===== config.mk =====
export PLATFORM = sky130hd
export DESIGN_NAME = dc_pfreq_queue
export DESIGN_NICKNAME = d
export VERILOG_FILES = /design/src/rtl/dc_pfreq_queue.sv
export SDC_FILE = /design/constraint.sdc
export NUM_CORES = 1
export LEC_CHECK = 0
export CAP_MARGIN = 20
export CORE_MARGIN = 2
export CORE_UTILIZATION = 57
export CTS_CLUSTER_SIZE = 14
export DETAILED_ROUTE_END_ITERATION = 8
export PLACE_DENSITY_LB_ADDON = 0.08
export SYNTH_ARGS = -nofsm -noshare
export SYNTH_HDL_FRONTEND = slang
export SYNTH_SLANG_ARGS = --single-unit

===== constraint.sdc =====
create_clock -name clk -period 5.3 [get_ports clk]
set_clock_uncertainty 0.05 [all_clocks]
set_input_delay 1.06 -clock clk [delete_from_list [all_inputs] [get_ports clk]]
set_output_delay 1.06 -clock clk [all_outputs]
set_load 0.01 [all_outputs]

===== src/rtl/dc_pfreq_queue.sv =====
// rtl/dc_pfreq_queue.sv - DC-side prefetch request queue with tag-pipe issue and hit/miss/drop stats (optional PFQ_DEDUP_EN)

package dc_pfreq_pkg;

    localparam int LADDR_W  = 32;
    localparam int PF_CNT_W = 16;

    typedef struct packed {
        logic [LADDR_W-1:0] laddr;
    } I_pftocache_req_type;

    typedef struct packed {
        logic [PF_CNT_W-1:0] nreq;
        logic [PF_CNT_W-1:0] nhit;
        logic [PF_CNT_W-1:0] nmiss;
        logic [PF_CNT_W-1:0] ndrop;
    } PF_cache_stats_type;

endpackage

module dc_pfreq_queue
    import dc_pfreq_pkg::*;
#(
    parameter int DEPTH = 4,
    parameter int CNT_W = 16
) (
    input  logic                clk,
    input  logic                reset,
    input  logic                pftodc_req_valid,
    output logic                pftodc_req_retry,
    input  I_pftocache_req_type pftodc_req,
    output logic                pfq_tag_valid,
    input  logic                pfq_tag_retry,
    output logic [LADDR_W-1:0]  pfq_tag_laddr,
    input  logic                tag_pfq_resp_valid,
    input  logic                tag_pfq_resp_hit,
    output PF_cache_stats_type  pf_dcstats
);

    localparam int PTR_W = (DEPTH > 1) ? $clog2(DEPTH) : 1;
    localparam int OCC_W = PTR_W + 1;

    typedef enum logic {
        ST_IDLE = 1'b0,
        ST_WAIT = 1'b1
    } state_t;

    state_t              state_q;
    state_t              state_d;

    logic [LADDR_W-1:0]  mem_q [DEPTH];
    logic [PTR_W-1:0]    wr_ptr_q;
    logic [PTR_W-1:0]    rd_ptr_q;
    logic [OCC_W-1:0]    occ_q;

    logic                fifo_full;
    logic                fifo_empty;
    logic                rx_xfer;
    logic                dup_hit;
    logic                push;
    logic                drop;
    logic                pop;
    logic                tag_valid;
    logic                rsp_take;

    logic [CNT_W-1:0]    nreq_q;
    logic [CNT_W-1:0]    nhit_q;
    logic [CNT_W-1:0]    nmiss_q;

    // Saturating increment: an all-ones counter stays all-ones.
    function automatic logic [CNT_W-1:0] sat_inc(input logic [CNT_W-1:0] v);
        return (&v) ? v : v + CNT_W'(1);
    endfunction

    assign fifo_full        = (occ_q == OCC_W'(DEPTH));
    assign fifo_empty       = (occ_q == '0);

    // Retry depends only on reset and registered occupancy, never on valid,
    // so a full FIFO blocks the producer even when a pop frees a slot this cycle.
    assign pftodc_req_retry = reset | fifo_full;
    assign rx_xfer          = pftodc_req_valid & ~pftodc_req_retry;
    assign push             = rx_xfer & ~dup_hit;
    assign drop             = rx_xfer & dup_hit;

`ifdef PFQ_DEDUP_EN
    logic [LADDR_W-1:0]  inflight_laddr_q;
    logic [PTR_W-1:0]    slot_off;

    // Duplicate detection against live FIFO slots and the in-flight lookup,
    // using pre-pop state so an entry leaving this cycle still matches.
    always_comb begin
        dup_hit  = 1'b0;
        slot_off = '0;
        for (int i = 0; i < DEPTH; i++) begin
            slot_off = PTR_W'(i) - rd_ptr_q;
            if (({1'b0, slot_off} < occ_q) && (mem_q[i] == pftodc_req.laddr)) begin
                dup_hit = 1'b1;
            end
        end
        if ((state_q == ST_WAIT) && (inflight_laddr_q == pftodc_req.laddr)) begin
            dup_hit = 1'b1;
        end
    end

    // Remember the address currently being looked up for duplicate compare.
    always_ff @(posedge clk) begin
        if (reset) begin
            inflight_laddr_q <= '0;
        end else if (pop) begin
            inflight_laddr_q <= mem_q[rd_ptr_q];
        end
    end
`else
    assign dup_hit = 1'b0;
`endif

    // FIFO storage; contents need no reset because occupancy qualifies them.
    always_ff @(posedge clk) begin
        if (push) begin
            mem_q[wr_ptr_q] <= pftodc_req.laddr;
        end
    end

    // FIFO pointers and occupancy; simultaneous push and pop cancel out.
    always_ff @(posedge clk) begin
        if (reset) begin
            wr_ptr_q <= '0;
            rd_ptr_q <= '0;
            occ_q    <= '0;
        end else begin
            if (push) begin
                wr_ptr_q <= wr_ptr_q + PTR_W'(1);
            end
            if (pop) begin
                rd_ptr_q <= rd_ptr_q + PTR_W'(1);
            end
            case ({push, pop})
                2'b10:   occ_q <= occ_q + OCC_W'(1);
                2'b01:   occ_q <= occ_q - OCC_W'(1);
                default: occ_q <= occ_q;
            endcase
        end
    end

    // Issue FSM state register.
    always_ff @(posedge clk) begin
        if (reset) begin
            state_q <= ST_IDLE;
        end else begin
            state_q <= state_d;
        end
    end

    // Issue FSM: offer the head in IDLE, then wait for the single outstanding response.
    always_comb begin
        state_d   = state_q;
        tag_valid = 1'b0;
        pop       = 1'b0;
        rsp_take  = 1'b0;
        case (state_q)
            ST_IDLE: begin
                tag_valid = ~fifo_empty & ~reset;
                if (tag_valid && !pfq_tag_retry) begin
                    pop     = 1'b1;
                    state_d = ST_WAIT;
                end
            end
            ST_WAIT: begin
                if (tag_pfq_resp_valid) begin
                    rsp_take = 1'b1;
                    state_d  = ST_IDLE;
                end
            end
            default: state_d = ST_IDLE;
        endcase
    end

    assign pfq_tag_valid = tag_valid;
    assign pfq_tag_laddr = tag_valid ? mem_q[rd_ptr_q] : '0;

    // Request, hit and miss statistics.
    always_ff @(posedge clk) begin
        if (reset) begin
            nreq_q  <= '0;
            nhit_q  <= '0;
            nmiss_q <= '0;
        end else begin
            if (rx_xfer) begin
                nreq_q <= sat_inc(nreq_q);
            end
            if (rsp_take && tag_pfq_resp_hit) begin
                nhit_q <= sat_inc(nhit_q);
            end
            if (rsp_take && !tag_pfq_resp_hit) begin
                nmiss_q <= sat_inc(nmiss_q);
            end
        end
    end

    assign pf_dcstats.nreq  = PF_CNT_W'(nreq_q);
    assign pf_dcstats.nhit  = PF_CNT_W'(nhit_q);
    assign pf_dcstats.nmiss = PF_CNT_W'(nmiss_q);

`ifdef PFQ_DEDUP_EN
    logic [CNT_W-1:0] ndrop_q;

    // Duplicate-drop statistic.
    always_ff @(posedge clk) begin
        if (reset) begin
            ndrop_q <= '0;
        end else if (drop) begin
            ndrop_q <= sat_inc(ndrop_q);
        end
    end

    assign pf_dcstats.ndrop = PF_CNT_W'(ndrop_q);
`else
    assign pf_dcstats.ndrop = '0;
`endif

endmodule

== Yosys cells after proc, flatten, opt, wreduce, memory -nomap -nowiden ==
Memory sizes are Yosys's and may differ from the RTL's. A register that Yosys moved wholly into a read port is not among the register bits.
Index checks and enable logic that the tools add are counted.

* Bits in writable memories: 128
* Memories: 1
* Input port bits: 38
* Logic and storage cells: 54
* Flip-flop bits (word level): 56
* Output and inout bits: 98

{| class="wikitable"
|+ Memories
! memory !! depth !! width !! rd ports !! clocked after memory_dff !! write ports !! line !! text
|-
| mem_q || 4 || 32 || 1 || 1 || 1 || 51 || <nowiki>logic [LADDR_W-1:0] mem_q [DEPTH];</nowiki>
|}

* Equality and inequality tests: 3
* Add/sub/neg operators: 7
* Reduce and logical (&&, ||, !) cells: 13
* Bitwise gates (word level): 10
* Muxes and demuxes: 13

{| class="wikitable"
|+ Operators with widths
! operator !! number
|-
| adder 16 x 1 -> 16 bit, second input constant || 3
|-
| AND reduction 16 bit || 3
|-
| two-way mux 32 bit || 1
|-
| two-way mux 1 bit || 8
|-
| NOT 1 bit || 7
|-
| one-hot mux 3 bit (2 select lines) || 1
|-
| AND reduction 2 bit || 3
|-
| adder 2 x 1 -> 2 bit, second input constant || 2
|-
| two-way mux 2 bit || 2
|-
| adder 3 x 1 -> 3 bit, second input constant || 1
|-
| == test 3 bit, second input constant || 1
|-
| logical AND 1 bit || 3
|-
| zero test 3 bit || 1
|-
| subtractor 3 x 1 -> 3 bit, second input constant || 1
|-
| bitwise AND 1 bit || 2
|-
| == test 2 x 1 -> 1 bit, second input constant || 1
|-
| == test 2 bit, second input constant || 1
|-
| zero test 1 bit || 2
|-
| one-hot mux 1 bit (2 select lines) || 1
|-
| nonzero test 2 bit || 1
|-
| bitwise OR 1 bit || 1
|}

== Logic depth before layout (Yosys ltp) ==
* Depth after elaboration: 8
* Gate-level depth with buffers: 11
* Gate-level depth less buffers: 9

== Least setup slack after synthesis ==
No wires, ideal clock.

* Path kind: input to output
* Start point: input reset
* End point: output pfq_tag_laddr[10]
* Data arrival time: 2278 ps
* Stages: 5
* Buffers on the path: 2
* Setup slack: 1912 ps
* Cells stage by stage: clkbuf_1 or2_2 or2_2 clkbuf_1 nor2b_1

* Longest elaborated chain between the ends: 4

{| class="wikitable"
|+ RTL lines
! item !! line !! text
|-
| start: declaration || 28 || <nowiki>input logic reset,</nowiki>
|-
| NOT 1 bit || 162 || <nowiki>tag_valid = ~fifo_empty & ~reset;</nowiki>
|-
| bitwise AND 1 bit || 162 ||
|-
| two-way mux 1 bit || 160 || <nowiki>case (state_q)</nowiki>
|-
| two-way mux 32 bit || 179 || <nowiki>assign pfq_tag_laddr = tag_valid ? mem_q[rd_ptr_q] : '0;</nowiki>
|-
| end: declaration || 34 || <nowiki>output logic [LADDR_W-1:0] pfq_tag_laddr,</nowiki>
|}

Every way passes these cells.

== Final worst setup path ==
* Start point: input reset
* End point: output pfq_tag_laddr[9]

Same word-level chain as after synthesis.

==> impl_metrics.py <==
metrics = {
    "place": {
        "dp.cells": 850,
        "gp_congestion": 0.880,
        "dp_hpwl_um": 9970,
        "numPortBuffers": 119,
    },
    "sta": {
        "fin_crit_ns": 4.01,
        "tightest_slew_ns": 1.05,
        "slew_violations": 0,
        "finalSetupTns_ns": 0,
        "hold_viol": 0,
        "finalSetupViolCount": 0,
        "rsz0062_at_grt": "no",
        "fmax_ghz": 0.249,
        "slew_headroom_pct": 29.1,
        "timing.final.crit_share_pct": 75.7,
    },
    "route": {
        "firstDrtPassIters": 4,
        "drc": 0,
        "routed_via_density": 5.89,
        "vias": 5186,
        "wirelength_um": 15500,
        "postRouteAntennaNets": 0,
        "wire_per_inst_um": 17.6,
        "drtIter0Drc": 290,
    },
    "cts": {
        "clock_latency_ns": 0.42,
        "cts_max_path_buffers": 2,
        "cts_made_buffers": 17,
        "cts_setup_buffers": 0,
        "path_clk_slew_ns": 0.06,
        "clock_sinks": 186,
        "ctsResizeCount": 0,
        "root_buffer": "clkbuf_16",
        "cts_tree": "done",
        "hold_buffers": 0,
        "h-tree-depth": 4,
    },
    "power": {
        "ir_drop_uv": 222,
        "p_leak_uw": 0.00306,
        "powerDensity_mw_per_mm2": 315,
        "power_uw": 3080,
    },
    "critical_path": {
        "critical_path_peak_fanout": 33,
        "path_class": "input pin to output pin",
        "rr_worst_depth": 9,
        "worstPathRequired_ns": 4.19,
        "worstSetupEndpointType": "output pin",
        "crit_arrival_ns": 2.90,
        "cp-start-kind": "input pin",
    },
    "synthesis": {
        "synth_warnings": 0,
        "yosys.cell_types.count": 54,
        "syn_inst": 576,
        "async_flop_share_pct": 0,
        "ys_seq_elements": 186,
        "synth_flop_cell": "edfxtp_1",
        "synth.avg_cell_area_sq_um": 13.8,
        "yosysSeqAreaShare_pct": 63.0,
        "synth_enable_flop_cells": 128,
        "synth_area_sq_mm": 0.00795,
    },
    "finish": {
        "syn_to_final_growth_pct": 23.3,
        "nets": 736,
        "diodes": 0,
        "layout-drive-gt1-share_pct": 11.3,
        "final_cells": 881,
    },
    "grt": {
        "grt_overflow": 0,
        "grt_use_total_pct": 21.6,
        "grt_pass1_vias": 4979,
        "grt_max_degree": 56,
        "grt_first_pass_wirelength_um": 24500,
        "antenna_found_initial": 0,
    },
    "floorplanning": {
        "core-area_sq_mm": 0.0138,
        "die_h_um": 122,
        "die_x_um": 122,
        "start_util_pct": 57.7,
        "row_count": 43,
        "ios": 136,
        "die-area_sq_mm": 0.0149,
    },
    "status": {
        "status": "completed",
    },
    "hold_path": {
        "hold_path.class": "register to register",
        "min_path_cells": 2,
    },
    "job": {
        "maxCapViolCount": 0,
    },
}
==> cell families after synthesis <==
group | count (synthesis) | synth area share [%]
AND/OR/NAND/NOR | 188 | 14.1
multiplexers | 37 | 9.73
adder cells (fa/ha/maj) | 9 | 1.51
buffers and inverters | 59 | 3.61
XOR/XNOR | 6 | 0.661
other | 1 | 0.0472
AO/OA/AOI/OAI | 90 | 7.34
flip-flops | 186 | 63.0
==> synth_stat cells, drive strengths merged (3+ instances only) <==
cell type	number	share of area [%]
and3	5	0.39
nor4b	3	0.33
clkbuf	22	1.0
and4	7	0.77
mux4	32	9.1
ha	8	1.3
nor4	11	0.94
and2	7	0.55
o31ai	15	1.4
inv	15	0.71
or3	15	1.2
nor2	19	0.90
xnor2	4	0.44
dfxtp	58	15
buf	21	1.8
o311ai	3	0.33
mux2i	3	0.38
edfxtp	128	48
nand3b	3	0.33
o21ai	15	0.94
a211oi	5	0.47
nor2b	35	2.8
or4	14	1.3
o211ai	5	0.47
o41ai	4	0.44
nor3	10	0.63
nand3	16	1.0
nand4	14	1.1
a21oi	29	1.8
nand2	19	0.90
a31oi	4	0.31
==> state kept, by name, indices dropped and copies added, names as in the netlist, named ones only <==
signal	count
mem_q	128
nhit_q	16
nmiss_q	16
nreq_q	16
occ_q	3
rd_ptr_q	2
state_q	1
wr_ptr_q	2
==> final cells by class <==
cell class	instances	area [sq um]
fillers	963	3970
flip-flops and latches	186	5010
clock inverters	14	155
multi-input cells	346	2720
clock buffers	17	425
well taps	180	225
inverters	16	60.1
repair buffers	122	1210
==> critical path, stage by stage <==
cell	delay, ns
buf_2	0.10
or2_2	0.30
or2_2	0.58
nor2b_1	0.26
clkdlybuf4s50_1	0.57
==> through the flow <==
step	hold WS [ns]	util [%]	area, sq um	worst slack (ns)
finish	0.467	71.1	9800	1.29
global route	0.494	71.1	9800	1.14
CTS	0.468	71.1	9800	1.24
detailed placement	0.456	66.9	9220	1.27
global placement	0.433	66.9	9220	1.31
floorplan	0.425	-	8000	1.91
==> power breakdown <==
part	switching, uW	internal, uW	total, uW	leakage [uW]
clock	507	732	1240	0.000276
combinational	110	125	235	0.00115
sequential	22.4	1590	1610	0.00163
==> placed cells by master (no fill, tap or decap), drive strengths merged, types with 7 or more instances in the layout <==
master,count
clkinv,7
and4,7
o21ai,15
nand2,19
o31ai,15
nand3,16
clkdlybuf4s50,118
clkbuf,17
nor3,10
edfxtp,128
a21oi,29
nor4,11
ha,8
or3,15
dfxtp,58
or4,14
nor2b,35
inv,16
nor2,19
mux4,32
and2,7
nand4,14
conb,16
==> per-layer routing <==
metal	routed length (um)	global-route usage, %	vias up
met5	0	0	-
met4	300	7.69	0
met3	814	5.48	21
met2	7560	34.8	142
met1	6810	28.6	2571
li1	-	-	2452
==> worst paths after layout <==
path                           end  slack (ns)      start
setup / recovery  pfq_tag_laddr[9]        1.29      reset
hold / removal           nhit_q[6]        0.47  nhit_q[6]
setup reg to reg          occ_q[2]        2.53   occ_q[2]
hold reg to reg          nhit_q[6]        0.47  nhit_q[6]
No activity file was read; power rests on OpenSTA's default activity.
